==> config.mk <==
export PLATFORM = sky130hd
export DESIGN_NAME = led_frame_sequencer_flat
export DESIGN_NICKNAME = d
export VERILOG_FILES = /design/src/rtl/led_frame_sequencer_if.sv /design/src/rtl/led_frame_sequencer.sv /design/src/flat_wrapper.sv
export SDC_FILE = /design/constraint.sdc
export NUM_CORES = 1
export LEC_CHECK = 0
export ABC_CLOCK_PERIOD_IN_PS = 18800
export CAP_MARGIN = 20
export CORE_ASPECT_RATIO = 1.25
export CORE_MARGIN = 2
export CORE_UTILIZATION = 62
export CTS_BUF_LIST = sky130_fd_sc_hd__clkbuf_8
export DETAILED_ROUTE_END_ITERATION = 8
export DONT_BUFFER_PORTS = 1
export PLACE_DENSITY = 0.86
export SYNTH_ARGS = -nofsm -noshare
export SYNTH_HDL_FRONTEND = slang
export SYNTH_SLANG_ARGS = --single-unit
==> constraint.sdc <==
create_clock -name CLOCK_50 -period 18.8 [get_ports CLOCK_50]
set_input_delay 2.82 -clock CLOCK_50 [delete_from_list [all_inputs] [get_ports CLOCK_50]]
set_output_delay 2.82 -clock CLOCK_50 [all_outputs]
set_load 0.03 [all_outputs]
==> src/rtl/led_frame_sequencer_if.sv <==
// led_frame_sequencer_if
//   Control/data bundle between the user/config logic and the LED frame
//   sequencer.
//   master : drives play, step, last_frame, wr_en, wr_addr and wr_data.
//            Observes ens, frame_idx, frame_tick and running.
//   slave  : the sequencer itself, with the opposite directions.
interface led_frame_sequencer_if #(
   parameter int ADDR_W = 3
);
   logic              play;
   logic              step;
   logic [ADDR_W-1:0] last_frame;
   logic              wr_en;
   logic [ADDR_W-1:0] wr_addr;
   logic [34:0]       wr_data;
   logic [34:0]       ens;
   logic [ADDR_W-1:0] frame_idx;
   logic              frame_tick;
   logic              running;

   modport master (
      output play, step, last_frame, wr_en, wr_addr, wr_data,
      input  ens, frame_idx, frame_tick, running
   );

   modport slave (
      input  play, step, last_frame, wr_en, wr_addr, wr_data,
      output ens, frame_idx, frame_tick, running
   );
endinterface

==> src/rtl/led_frame_sequencer.sv <==
// led_frame_sequencer
//   Animation controller for the 5x7 LED matrix. It holds a bank of 35-bit
//   frames and presents one of them on ens, which feeds scan_en.
//   Frames advance in one of two ways:
//     - on a dwell timer while in RUN;
//     - on a step rising edge while in STOP.
//   Ports:
//     CLOCK_50 : system clock.
//     rst      : asynchronous reset, active high.
//     bus      : slave side of led_frame_sequencer_if. It carries play, step,
//                last_frame and the frame write port in, and ens, frame_idx,
//                frame_tick and running out.
module led_frame_sequencer #(
   parameter int NUM_FRAMES = 8,
   parameter int ADDR_W     = 3,
   parameter int DWELL      = 12_500_000,
   parameter int CNT_W      = 24
) (
   input  logic                  CLOCK_50,
   input  logic                  rst,
   led_frame_sequencer_if.slave  bus
);

   typedef enum logic {ST_STOP, ST_RUN} state_t;

   localparam int                SEL_W    = (NUM_FRAMES > 1) ? $clog2(NUM_FRAMES) : 1;
   localparam logic [ADDR_W-1:0] LAST_MAX = ADDR_W'(NUM_FRAMES - 1);
   localparam logic [CNT_W-1:0]  CNT_MAX  = CNT_W'(DWELL - 1);

   state_t            r_state, w_state_nxt;
   logic [CNT_W-1:0]  r_cnt, w_cnt_nxt;
   logic              r_step_d;
   logic [ADDR_W-1:0] r_idx, w_idx_nxt, w_lastc;
   logic [34:0]       r_ens, w_ens_nxt;
   logic              r_tick;
   logic              w_adv;
   logic              w_wr_ok;
   logic [SEL_W-1:0]  w_rd_sel;
   logic [34:0]       r_slot [NUM_FRAMES];

   // Loop end is clamped so an oversized last_frame never selects an empty slot.
   assign w_lastc  = (bus.last_frame > LAST_MAX) ? LAST_MAX : bus.last_frame;
   assign w_wr_ok  = bus.wr_en && ({1'b0, bus.wr_addr} < (ADDR_W+1)'(NUM_FRAMES));
   assign w_rd_sel = w_idx_nxt[SEL_W-1:0];

   always_ff @(posedge CLOCK_50 or posedge rst) begin
      if (rst) r_state <= ST_STOP;
      else     r_state <= w_state_nxt;
   end

   always_comb begin
      w_state_nxt = r_state;
      w_cnt_nxt   = '0;
      w_adv       = 1'b0;
      case (r_state)
         ST_STOP: begin
            // play wins over a coincident step edge: go RUN with no advance.
            if (bus.play)                     w_state_nxt = ST_RUN;
            else if (bus.step && !r_step_d)   w_adv       = 1'b1;
         end
         ST_RUN: begin
            if (!bus.play) w_state_nxt = ST_STOP;
            if (r_cnt == CNT_MAX) w_adv     = 1'b1;
            else                  w_cnt_nxt = r_cnt + 1'b1;
         end
         default: w_state_nxt = ST_STOP;
      endcase
   end

   // The next index is computed combinationally so that ens and frame_idx
   // update together on the same edge.
   always_comb begin
      w_idx_nxt = r_idx;
      if (w_adv) w_idx_nxt = (r_idx >= w_lastc) ? '0 : r_idx + 1'b1;
      // A write to the slot being selected this edge bypasses the bank.
      if (w_wr_ok && (bus.wr_addr == w_idx_nxt)) w_ens_nxt = bus.wr_data;
      else                                       w_ens_nxt = r_slot[w_rd_sel];
   end

   always_ff @(posedge CLOCK_50 or posedge rst) begin
      if (rst) begin
         r_cnt    <= '0;
         r_step_d <= 1'b0;
         r_idx    <= '0;
         r_ens    <= '0;
         r_tick   <= 1'b0;
         for (int i = 0; i < NUM_FRAMES; i++) r_slot[i] <= '0;
      end else begin
         r_cnt    <= w_cnt_nxt;
         r_step_d <= bus.step;
         r_idx    <= w_idx_nxt;
         r_ens    <= w_ens_nxt;
         r_tick   <= w_adv;
         for (int i = 0; i < NUM_FRAMES; i++)
            if (w_wr_ok && (bus.wr_addr == ADDR_W'(i))) r_slot[i] <= bus.wr_data;
      end
   end

   assign bus.ens        = r_ens;
   assign bus.frame_idx  = r_idx;
   assign bus.frame_tick = r_tick;
   assign bus.running    = (r_state == ST_RUN);

endmodule

==> src/flat_wrapper.sv <==
// flat-port wrapper written by rule: the top's interface ports become plain ports
module led_frame_sequencer_flat 
#(
   parameter int NUM_FRAMES = 8,
   parameter int ADDR_W     = 3,
   parameter int DWELL      = 12_500_000,
   parameter int CNT_W      = 24
)
  (CLOCK_50, rst, bus_play, bus_step, bus_last_frame, bus_wr_en, bus_wr_addr, bus_wr_data, bus_ens, bus_frame_idx, bus_frame_tick, bus_running);
  led_frame_sequencer_if #(.ADDR_W(ADDR_W)) bus_i ();
  input  logic CLOCK_50;
  input  logic rst;
  input wire logic [$bits(bus_i.play)-1:0] bus_play;
  input wire logic [$bits(bus_i.step)-1:0] bus_step;
  input wire logic [$bits(bus_i.last_frame)-1:0] bus_last_frame;
  input wire logic [$bits(bus_i.wr_en)-1:0] bus_wr_en;
  input wire logic [$bits(bus_i.wr_addr)-1:0] bus_wr_addr;
  input wire logic [$bits(bus_i.wr_data)-1:0] bus_wr_data;
  output wire logic [$bits(bus_i.ens)-1:0] bus_ens;
  output wire logic [$bits(bus_i.frame_idx)-1:0] bus_frame_idx;
  output wire logic [$bits(bus_i.frame_tick)-1:0] bus_frame_tick;
  output wire logic [$bits(bus_i.running)-1:0] bus_running;
  assign bus_i.play = bus_play;
  assign bus_i.step = bus_step;
  assign bus_i.last_frame = bus_last_frame;
  assign bus_i.wr_en = bus_wr_en;
  assign bus_i.wr_addr = bus_wr_addr;
  assign bus_i.wr_data = bus_wr_data;
  assign bus_ens = bus_i.ens;
  assign bus_frame_idx = bus_i.frame_idx;
  assign bus_frame_tick = bus_i.frame_tick;
  assign bus_running = bus_i.running;
  led_frame_sequencer #(.NUM_FRAMES(NUM_FRAMES), .ADDR_W(ADDR_W), .DWELL(DWELL), .CNT_W(CNT_W)) u_core (.CLOCK_50(CLOCK_50), .rst(rst), .bus(bus_i));
endmodule
=== Word-level counts from Yosys, hierarchy flattened ===
Index checks and enable logic that the tools add are counted.

* Register bits after elaboration: 345
* Input bits: 46

* Add/subtract/negate cells: 2
* Magnitude comparators: 3
* Eq/ne operators: 9
* Mux-type cells: 14
* Bitwise logic cells: 2
* Reduce and logical (&&, ||, !) cells: 12

{| class="wikitable"
|+ Operators by type and width
! kind !! count
|-
| $bmux 35 s3 || 1
|-
| $mux 35 || 3
|-
| $mux 24 || 2
|-
| $add 24x1->24 const B || 1
|-
| $eq 24x24->1 const B || 1
|-
| $eq 3x3->1 const B || 4
|-
| $logic_and 1x1->1 || 10
|-
| $mux 3 || 3
|-
| $eq 3x2->1 const B || 2
|-
| $ge 4x4->1 const B || 1
|-
| $mux 1 || 4
|-
| $not 3->4 || 1
|-
| $add 3x1->3 const B || 1
|-
| $eq 3x1->1 const B || 1
|-
| $eq 3x3->1 || 1
|-
| $ge 3x3->1 || 1
|-
| $gt 3x3->1 const B || 1
|-
| $logic_not 3->1 || 1
|-
| $pmux 1 s2 || 1
|-
| $logic_not 1->1 || 1
|-
| $not 1->1 || 1
|}

=== Longest topological paths before layout ===
Gate-level depths: netlist of the first run.

* Depth after elaboration: 11
* Mapped depth: 15

=== Worst setup path before layout of the first run ===
Ideal clock, no wire load.

* Path type: input port to flip-flop
* From: in bus_last_frame[0]
* To: reg u_core.r_ens[27], in the netlist u_core.bus.ens[27]
* Library setup time: 0.129 ns
* Arrival: 4.963 ns
* Setup slack: 13.708 ns
* Stages on the path: 11
* Buffers on the path: 2
* Cells stage by stage: ha_1 -> nand2b_1 -> a211oi_1 -> o21a_1 -> buf_6 -> a21boi_4 -> inv_4 -> buf_6 -> mux2_2 -> o2111ai_1 -> mux2i_1

* Cells in the longest elaborated chain, start to end: 10
* Elaborated cells on any way between the ends: 12
* Those cells by class: 2 x order compare; 1 x eq/ne; 7 x mux; 1 x bitwise; 1 x reduce/logical

{| class="wikitable"
|+ Ends and longest elaborated chain
! item !! line !! RTL
|-
| from (decl) || flat_wrapper.sv:15 || <nowiki>input wire logic [$bits(bus_i.last_frame)-1:0] bus_last_frame;</nowiki>
|-
| $gt 3x3->1 || led_frame_sequencer.sv:42 || <nowiki>assign w_lastc = (bus.last_frame > LAST_MAX) ? LAST_MAX : bus.last_frame;</nowiki>
|-
| $mux 3 (*) || led_frame_sequencer.sv:42 ||
|-
| $ge 3x3->1 (*) || led_frame_sequencer.sv:74 || <nowiki>if (w_adv) w_idx_nxt = (r_idx >= w_lastc) ? '0 : r_idx + 1'b1;</nowiki>
|-
| $mux 3 (*) (2 in a row) || led_frame_sequencer.sv:74 ||
|-
| named net u_core.w_idx_nxt[0] || led_frame_sequencer.sv:33 || <nowiki>logic [ADDR_W-1:0] r_idx, w_idx_nxt, w_lastc;</nowiki>
|-
| $not 3->4 (not written as such) || led_frame_sequencer.sv:77 || <nowiki>else w_ens_nxt = r_slot[w_rd_sel];</nowiki>
|-
| $bmux 35 s3 || led_frame_sequencer.sv:77 ||
|-
| $mux 35 (not written as such) (2 in a row) || led_frame_sequencer.sv:77 ||
|-
| $mux 35 (*) || led_frame_sequencer.sv:76 || <nowiki>if (w_wr_ok && (bus.wr_addr == w_idx_nxt)) w_ens_nxt = bus.wr_data;</nowiki>
|-
| named net u_core.w_ens_nxt[27] || led_frame_sequencer.sv:34 || <nowiki>logic [34:0] r_ens, w_ens_nxt;</nowiki>
|-
| to (signal assigned) || led_frame_sequencer.sv:92 || <nowiki>r_ens <= w_ens_nxt;</nowiki>
|-
| to (decl) || led_frame_sequencer.sv:34 ||
|}

The timed path passes the listed nets; every way through them passes the cells marked *. The select of a mux whose other input is x is not followed.
A chain may end at the register's enable or synchronous reset.

=== Worst setup path after layout of the first run ===
* From: in bus_last_frame[0]
* To: reg u_core.r_ens[30], in the netlist u_core.bus.ens[30]

* Cells in the longest elaborated chain, start to end: 10
* Elaborated cells on any way between the ends: 12
* Those cells by class: 2 x order compare; 1 x eq/ne; 7 x mux; 1 x bitwise; 1 x reduce/logical

{| class="wikitable"
|+ Ends and longest elaborated chain
! item !! line
|-
| $gt 3x3->1 || led_frame_sequencer.sv:42
|-
| $mux 3 (*) || led_frame_sequencer.sv:42
|-
| $ge 3x3->1 (*) || led_frame_sequencer.sv:74
|-
| $mux 3 (*) (2 in a row) || led_frame_sequencer.sv:74
|-
| $not 3->4 (not written as such) || led_frame_sequencer.sv:77
|-
| $bmux 35 s3 || led_frame_sequencer.sv:77
|-
| $mux 35 (not written as such) (2 in a row) || led_frame_sequencer.sv:77
|-
| $mux 35 (*) || led_frame_sequencer.sv:76
|-
| named net u_core.w_ens_nxt[30] || led_frame_sequencer.sv:34
|}

Marked as above.

==> reports/metrics.cfg, run 1 <==
[outcome]
outcome = finished, final reports clean

[cells_and_area]
drive_gt1_frac = 0.165
nFillCells = 2003
area_growth_pct = 6.48
final_nets = 1812
antenna_cells = 0
fin_util = 0.674
fin_cells = 2153

[sta]
holdWs_ns = 0.473
worst_pin_slew_ns = 1.12
fin_crit_ns = 6.55
max_freq_ghz = 0.153
slew_violations = 0
hold_viol = 0
fin_tns_setup_ns = 0
rsz0062_at_grt = no
finalClockSkew_ns = 0.0245
slew_headroom = 0.251
setup_viol = 0
period_share = 0.348

[critical_path]
worst_ep_required_time_ns = 19.33
crit_chain = ha_1 > nand2b_1 > a211oi_1 > o21a_4 > a21boi_4 > inv_4 > xnor2_2 > o2111ai_4 > buf_4 > mux2i_1
worst_setup_path_end_kind = register
arrival_ns = 7.08
critPathSlowestCell = a211oi_1
critPathBufInv = 2
path_max_fanout = 51
cpPeakStageDelay_ns = 0.83
path_class = primary input to register
setup.worst_path.start_class = primary input
path_delay_family = compound AO/OA/AOI/OAI gates

[cts]
holdBufCountCts = 0
clock-sinks = 345
clockBufferDepth = 3
cts_buffers = 54
clockRootBuffer = clkbuf_8
cts_resized = 0
post-cts-setup-buffers = 0
cts_tree = built
clk_pin_slew_ns = 0.06
clkLatencyLatePin_ns = 0.62
htreeDepth = 2

[synthesis]
syn_avg_cell_area_um2 = 9.63
ys_seq_elements = 345
ys_types = 58
synth-seq-area-share = 0.492
yosysTopAreaCellShare = 0.492
synthTopCellsByCount = nand2_1, dfrtp_1, nand3_1
synthCells = 1822
yosys-top-cells-area = dfrtp_1, mux2_2, nand2_1
synth_most_common_cell = nand2_1
yosys_warnings = 0
syn_nets = 1873
synth_area_mm2 = 0.0176
ys.flop_type = dfrtp_1
synth.largest_area_cell = dfrtp_1
async_flop_share = 1.00
synth_edf_count = 0

[detailed_routing]
drt.antenna.violating_nets = 0
route.detailed.drc = 0
drt_first_pass_iters = 5
vias = 14237
drt_wl_total_mm = 46.2
wire_per_inst_um = 21.4
drt-initial-drc-count = 1369
via_per_inst = 6.61

[floorplan]
start_util = 0.633
dieArea_mm2 = 0.0297
row_count = 68
die_h_um = 192
fp.dieW_um = 154
core_mm2 = 0.0277
pin_count = 86

[grt]
met1_usage = 0.386
grt-ovfl-total = 0
grt_max_degree = 194
grt_pass1_wl_mm = 74.7
use_met3 = 0.0772
grt_pass1_vias = 14620
grt.total_usage = 0.314
busiest_layer = met2
met2_usage = 0.529
antenna_found_initial = 0

[pwr]
ir_worst_vdd_v = 0.000132
p_per_area_mw_per_mm2 = 142
p_leak_nw = 8.04

[placement]
place_hpwl_mm = 26.5
place_inst = 2055
io_buffer_count = 0
finalWeightedCongestion = 0.813

[hold_path]
min_path_type = register to register

[flow_run]
maxCapViolCount = 0

## worst reg2reg max path, stage by stage, from the launching register on
cell and delay [ns]:
dfrtp_4 0.86, clkinv_2 0.92, ha_1 0.59, nand2b_1 0.16, a211oi_1 0.83, o21a_4 0.73
a21boi_4 0.23, inv_4 0.57, xnor2_2 0.21, o2111ai_4 0.54, buf_4 0.49, mux2i_1 0.26
## sequential cells by signal, indices dropped and copies added (netlist names)
name,flops
u_core.bus.ens,35
u_core.bus.frame_idx,3
u_core.bus.frame_tick,1
u_core.bus.running,1
u_core.r_cnt,24
u_core.r_slot,280
u_core.r_step_d,1
## worst paths after layout
kind / from / end / slack [ns] / cells after the start
hold / removal: u_core.r_cnt[0] / u_core.r_cnt[0] / 0.47 / 1
setup / recovery: bus_last_frame[0] / u_core.bus.ens[30] / 12.26 / 10
max in group asynchronous: rst / u_core.bus.frame_idx[0] / 14.04 / 3
min in group asynchronous: rst / u_core.r_slot[274] / 2.18 / 1
setup reg to reg: u_core.bus.frame_idx[0] / u_core.bus.ens[30] / 12.32 / 11
hold reg to reg: u_core.r_cnt[0] / u_core.r_cnt[0] / 0.47 / 1
## metrics by stage
| stage | worst slack [ns] | power, mW | instance area (µm²) |
|---|---|---|---|
| 3_5_place_dp | 11.74 | 2.00 | 17600 |
| 3_3_place_gp | 11.78 | 1.95 | 17600 |
| 4_1_cts | 12.38 | 2.64 | 18700 |
| 6_report | 12.26 | 2.66 | 18700 |
| 2_1_floorplan | 6.41 | 1.75 | 17600 |
| 5_1_grt | 12.10 | 2.78 | 18700 |
## layout by cell type (no fill, tap or decap), types with 2 or more instances in the layout
master	instances
mux2_4	2
clkbuf_8	67
nor2b_1	2
or3_2	2
mux2i_4	3
inv_6	2
nand4b_1	102
mux2_2	164
nand2_1	357
nand3_1	206
mux2i_1	35
nand4_1	6
dfrtp_1	344
o2111ai_1	35
inv_1	68
nor2_1	30
mux2_1	6
or3_1	2
ha_1	5
a21oi_1	101
o21ai_0	147
inv_8	2
o211ai_1	15
clkinv_2	10
nor3_1	4
a211oi_1	3
nand2b_1	2
xnor2_1	10
nor3b_2	2
nor3_2	2
xor2_1	12
buf_4	28
## logic make-up after synthesis
group,synth area share
compound gates,0.103
flops,0.492
mux,0.133
xor+xnor,0.0119
fa+ha+maj,0.00356
simple gates,0.206
buf+inv,0.0518
## routing by layer
metal  share of wire  up-vias
met1            0.38     7083
met2            0.49      698
met4           0.033        0
met5               0        -
li1                -     6322
met3           0.093      134
## where the power goes
part,switching [mW],internal (mW)
Sequential,0.229,0.912
Combinational,0.542,0.334
Clock,0.306,0.335
Total,1.08,1.58
## area by class of cell
cell class	count	area (µm²)	share of cell area
clock buffers	67	922	0.0493
clock inverters	31	164	0.00877
inverters	53	218	0.0116
multi-input cells	1279	8100	0.433
flip-flops and latches	345	8640	0.462
well taps	350	438	0.0234
repair buffers	28	210	0.0112
(Power assumes the default switching activity.)
==> run 2: changes to the inputs <==
--- a/config.mk
+++ b/config.mk
@@ -5,7 +5,7 @@
 export SDC_FILE = /design/constraint.sdc
 export NUM_CORES = 1
 export LEC_CHECK = 0
-export ABC_CLOCK_PERIOD_IN_PS = 18800
+export ABC_CLOCK_PERIOD_IN_PS = 6750
 export CAP_MARGIN = 20
 export CORE_ASPECT_RATIO = 1.25
 export CORE_MARGIN = 2
==> constraint.sdc (replaced) <==
create_clock -name CLOCK_50 -period 6.75 [get_ports CLOCK_50]
set_input_delay 1.0125 -clock CLOCK_50 [delete_from_list [all_inputs] [get_ports CLOCK_50]]
set_output_delay 1.0125 -clock CLOCK_50 [all_outputs]
set_load 0.03 [all_outputs]
==> run 2 against run 1 <==
- utilization grew 0.18 points
- sequential share of layout area shrank 0.12 points
- hold slack lost 0.23 ns
- sequential power grew to 2.8 times the previous value
- die area is the same
- wire length shrank 0.46%
- highest routed layer unchanged
==> reports/metrics.cfg, run 2 (same netlist as run 1, synthesis figures left out) <==
[outcome]
outcome = finished, final reports clean

[critical_path]
arrival_ns = 6.34
path_delay_family = compound AO/OA/AOI/OAI gates
critPathSlowestCell = a211oi_1
startpoint = u_core.bus.frame_idx[0]
cpPeakStageDelay_ns = 0.81
path_max_fanout = 44
worst-r2r-setup-slack_ns = 0.93
reg2reg_depth = 11
r2r_end = u_core.bus.ens[27]
crit_path_end = u_core.bus.ens[27]
worst_setup_path_end_kind = register
path_class = register to register
crit_chain = clkinv_2 > ha_1 > nand2b_1 > a211oi_1 > o21a_4 > a21boi_4 > inv_4 > xnor2_2 > o2111ai_4 > buf_4 > mux2i_1
r2r_start = u_core.bus.frame_idx[0]
worstSetupPathDepth = 11
critPathBufInv = 3
worst_ep_required_time_ns = 7.27
setup.worst_path.start_class = register

[cts]
clockRootBuffer = clkbuf_8
clockBufferDepth = 3
clk_pin_slew_ns = 0.07
clkLatencyLatePin_ns = 0.61
cts_resized = 0
cts_buffers = 54
cts_tree = built
clock-sinks = 345
post-cts-setup-buffers = 0
holdBufCountCts = 0
htreeDepth = 2

[flow_run]
maxCapViolCount = 0

[sta]
worst_pin_slew_ns = 1.11
fin_tns_setup_ns = 0
fin_crit_ns = 5.82
rsz0062_at_grt = no
hold_viol = 0
finalClockSkew_ns = 0.0205
layout_setup_ws_ns = 0.934
slew_headroom = 0.261
max_freq_ghz = 0.172
setup_viol = 0
slew_violations = 0
period_share = 0.862

[grt]
grt_pass1_vias = 14585
grt_pass1_wl_mm = 73.9
grt_max_degree = 177
grt-ovfl-total = 0
grt.total_usage = 0.312
antenna_found_initial = 0

[placement]
io_buffer_count = 0
place_inst = 2056
finalWeightedCongestion = 0.820
dpl_cell_area_mm2 = 0.0176
dp_slack_ns = 1.03
place_hpwl_mm = 26.6

[detailed_routing]
vias = 14395
wire_per_inst_um = 21.3
drt_first_pass_iters = 8
drt-initial-drc-count = 1548
drt_wl_total_mm = 46.0
drt.antenna.violating_nets = 0
via_per_inst = 6.68
route.detailed.drc = 0

[cells_and_area]
final_cell_area_mm2 = 0.0187
largest-register = u_core.r_slot
largest_reg_flops = 280
final_common_cell = nand2_1
area_growth_pct = 6.76
nFillCells = 2019
layout_common_cells = nand2_1, dfrtp_1, nand3_1
final_nets = 1816
antenna_cells = 0
fin_cells = 2156
drive_gt1_frac = 0.167

[hold_path]
min_path_type = primary input to asynchronous set/reset pin

[pwr]
total_power_mw = 7.32
ir_worst_vdd_v = 0.000229
p_leak_nw = 8.05
p_per_area_mw_per_mm2 = 391

[floorplan]
row_count = 68
die_h_um = 192
dieArea_mm2 = 0.0297
pin_count = 86
fp.dieW_um = 154
core_mm2 = 0.0277
start_util = 0.633

## run 2: cell types whose count changed in the layout (fill, tap and decap cells not counted)
cell / change
buf_6: +1
clkinvlp_4: +1
buf_8: +1
inv_8: -1
buf_12: +1
bufinv_16: -1
clkinv_2: -1
buf_16: +1
clkbuf_8: +1
## run 2: worst register-to-register path, stage by stage, from the launching register on
cell and delay, ns:
dfrtp_4 0.70, clkinv_2 0.72, ha_1 0.54, nand2b_1 0.16, a211oi_1 0.81, o21a_4 0.59, a21boi_4 0.19, inv_4 0.57
xnor2_2 0.20, o2111ai_4 0.59, buf_4 0.46, mux2i_1 0.22
## run 2: worst min path at each step
stage	startpoint	end	slack, ns	depth (start not counted)
finish	rst	u_core.bus.ens[19]	0.24	1
global route	rst	u_core.r_slot[156]	0.23	1
CTS	rst	u_core.r_slot[156]	0.22	1
detailed placement	u_core.r_cnt[0]	u_core.r_cnt[0]	0.46	1
global placement	u_core.r_slot[88]	u_core.r_slot[88]	0.46	2
floorplan	u_core.r_cnt[0]	u_core.r_cnt[0]	0.43	1
## run 2: layer usage
layer	vias to the layer above	wire length, µm	global-route usage
li1	6326	-	-
met2	706	22500	0.515
met3	173	3870	0.0670
met4	0	1910	0.173
met5	-	0	0
met1	7190	17700	0.385
## run 2: metrics by stage
step | hold WS [ns] | utilization
global route | 0.234 | 0.676
detailed placement | 0.456 | 0.635
finish | 0.240 | 0.676
CTS | 0.219 | 0.674
floorplan | 0.433 | -
global placement | 0.457 | 0.635
## run 2: report_power, final
group	switching (mW)	internal (mW)	total, mW
logic	1.50	0.941	2.44
clock network	0.824	0.905	1.73
registers	0.614	2.54	3.15
## run 2: area by class of cell
| cell class | count | area, µm² | share of cell area |
|---|---|---|---|
| flip-flops and latches | 345 | 8640 | 0.461 |
| multi-input cells | 1279 | 8100 | 0.432 |
| clock buffers | 68 | 936 | 0.0499 |
| well taps | 350 | 438 | 0.0234 |
| repair buffers | 32 | 284 | 0.0152 |
| inverters | 53 | 214 | 0.0114 |
| clock inverters | 29 | 129 | 0.00688 |
==> run 3: changes to the inputs <==
--- a/config.mk
+++ b/config.mk
@@ -8,7 +8,6 @@
 export ABC_CLOCK_PERIOD_IN_PS = 6750
 export CAP_MARGIN = 20
 export CORE_ASPECT_RATIO = 1.25
-export CORE_MARGIN = 2
 export CORE_UTILIZATION = 62
 export CTS_BUF_LIST = sky130_fd_sc_hd__clkbuf_8
 export DETAILED_ROUTE_END_ITERATION = 8
==> run 3 against run 2 <==
- the flow now finishes with violations (design-rule violations)
- critical path depth is the same
- sequential share of layout area is essentially flat
- hold slack improved by 0.20 ns
- combinational power about the same
- wire length shrank 0.61%
- power grew 0.58%
- count of clock-buffer cells in the layout rose by 4
- die area shrank 2.3%
- via count shrank 1.3%
- cell area is essentially flat
- global-route usage grew 0.84 points
- register-to-register slack improved by 0.82 ns
- critical path type unchanged
- largest power group unchanged
==> reports/metrics.cfg, run 3 (same netlist as run 1, synthesis figures left out) <==
[outcome]
outcome = finished, violations left
failed_checks = design-rule violations

[critical_path]
worst-r2r-setup-slack_ns = 1.75
critPathBufInv = 3
arrival_ns = 5.45
path_class = register to register
cpPeakStageDelay_ns = 0.83
r2r_start = u_core.bus.frame_idx[0]
path_max_fanout = 43
path_delay_family = compound AO/OA/AOI/OAI gates
r2r_end = u_core.bus.ens[25]
crit_chain = clkinv_2 > ha_1 > nand2b_1 > a211oi_1 > o21a_4 > a21boi_4 > inv_4 > xnor2_2 > o2111ai_4 > buf_4 > mux2i_1
worst_setup_path_end_kind = register
setup.worst_path.start_class = register
reg2reg_depth = 11
critPathSlowestCell = a211oi_1
worst_ep_required_time_ns = 7.20

[cells_and_area]
drive_gt1_frac = 0.166
area_growth_pct = 6.69
final_nets = 1814
fin_util = 0.675
antenna_cells = 0
layout_common_cells = nand2_1, dfrtp_1, nand3_1
largest-register = u_core.r_slot
largest_reg_flops = 280
final_common_cell = nand2_1

[cts]
cts_resized = 0
clk_pin_slew_ns = 0.06
clock-sinks = 345
clkLatencyLatePin_ns = 0.60
cts_buffers = 53
post-cts-setup-buffers = 0
clockRootBuffer = clkbuf_8
htreeDepth = 2
holdBufCountCts = 0
cts_tree = built
clockBufferDepth = 3

[floorplan]
fp.dieW_um = 152
core_mm2 = 0.0277
die_h_um = 190
row_count = 68
start_util = 0.633
pin_count = 86
dieArea_mm2 = 0.0290

[pwr]
p_per_area_mw_per_mm2 = 393
p_leak_nw = 8.03
ir_worst_vdd_v = 0.000428

[detailed_routing]
route.detailed.drc = 5
drt_wl_total_mm = 45.7
drt.antenna.violating_nets = 0
drt-initial-drc-count = 1655
wire_per_inst_um = 21.3
drt_first_pass_iters = 9
via_per_inst = 6.61
vias = 14205

[placement]
dp_slack_ns = 1.60
place_hpwl_mm = 26.4
finalWeightedCongestion = 0.797
io_buffer_count = 0

[grt]
grt_pass1_wl_mm = 73.7
met1_usage = 0.398
use_met3 = 0.0809
grt_pass1_vias = 14246
grt_max_degree = 182
busiest_layer = met2
grt.total_usage = 0.321
antenna_found_initial = 0
grt-ovfl-total = 0
met2_usage = 0.516

[sta]
finalClockSkew_ns = 0.0154
max_freq_ghz = 0.200
rsz0062_at_grt = no
slew_headroom = 0.235
hold_viol = 0
slew_violations = 0
period_share = 0.741
layout_setup_ws_ns = 1.75
fin_tns_setup_ns = 0
worst_pin_slew_ns = 1.15
fin_crit_ns = 5.00
setup_viol = 0

[flow_run]
maxCapViolCount = 0

[hold_path]
min_path_cells = 0
hp-start = bus_play
min_path_type = primary input to register
hold_end = u_core.bus.running

-- run 3: cell types whose count changed in the layout (fill, tap and decap cells not counted) --
cell      before  now
buf_12         1    2
inv_6          2    1
clkbuf_8      68   72
buf_16         1    0
clkinv_2       9    5
inv_1         68   63
buf_6          1    0
-- run 3: worst register-to-register path: stages, from the launching register on --
cell and delay (ns):
dfrtp_4 0.62, clkinv_2 0.12, ha_1 0.29, nand2b_1 0.17, a211oi_1 0.83, o21a_4 0.68
a21boi_4 0.20, inv_4 0.55, xnor2_2 0.21, o2111ai_4 0.50, buf_4 0.50, mux2i_1 0.20
-- run 3: worst max-delay path by stage --
stage                               endpoint  slack (ns)  cells after the start                     from
after floorplan            u_core.bus.ens[0]        1.12                      1                      rst
after global placement    u_core.bus.ens[23]        1.74                     10        bus_last_frame[0]
after detailed placement  u_core.bus.ens[25]        1.60                     10        bus_last_frame[0]
after CTS                 u_core.bus.ens[21]        1.81                     11  u_core.bus.frame_idx[0]
after global routing      u_core.bus.ens[14]        1.55                     11  u_core.bus.frame_idx[0]
final                     u_core.bus.ens[25]        1.75                     11  u_core.bus.frame_idx[0]
-- run 3: area by class of cell --
class | instances | area [µm²]
Inverter | 53 | 214
Tap cell | 350 | 438
Multi-Input combinational cell | 1279 | 8100
Sequential cell | 345 | 8640
Fill cell | 2007 | 9010
Clock inverter | 19 | 81.3
Clock buffer | 72 | 991
Timing Repair Buffer | 31 | 265
-- run 3: layer usage --
| metal | vias up | wire length [µm] |
|---|---|---|
| li1 | 6312 | - |
| met1 | 6975 | 17300 |
| met2 | 752 | 21600 |
| met3 | 166 | 4620 |
| met4 | 0 | 2120 |
| met5 | - | 0 |
-- run 3: where the power goes --
part           switching [mW]  internal (mW)  leakage [nW]  total, mW
sequential              0.604           2.54          4.26       3.14
clock                   0.807          0.942         0.612       1.75
combinational            1.54          0.937          3.16       2.47
-- run 3: through the flow --
stage          cell area (µm²)  total power, mW  std cells  hold WS, ns
3_5_place_dp             17600             5.58       2057        0.458
4_1_cts                  18700             7.33       2148        0.417
5_1_grt                  18700             7.73       2149        0.420
2_1_floorplan            17600             4.88       1822        0.433
3_3_place_gp             17600             5.46       2057        0.446
6_report                 18700             7.37       2149        0.442
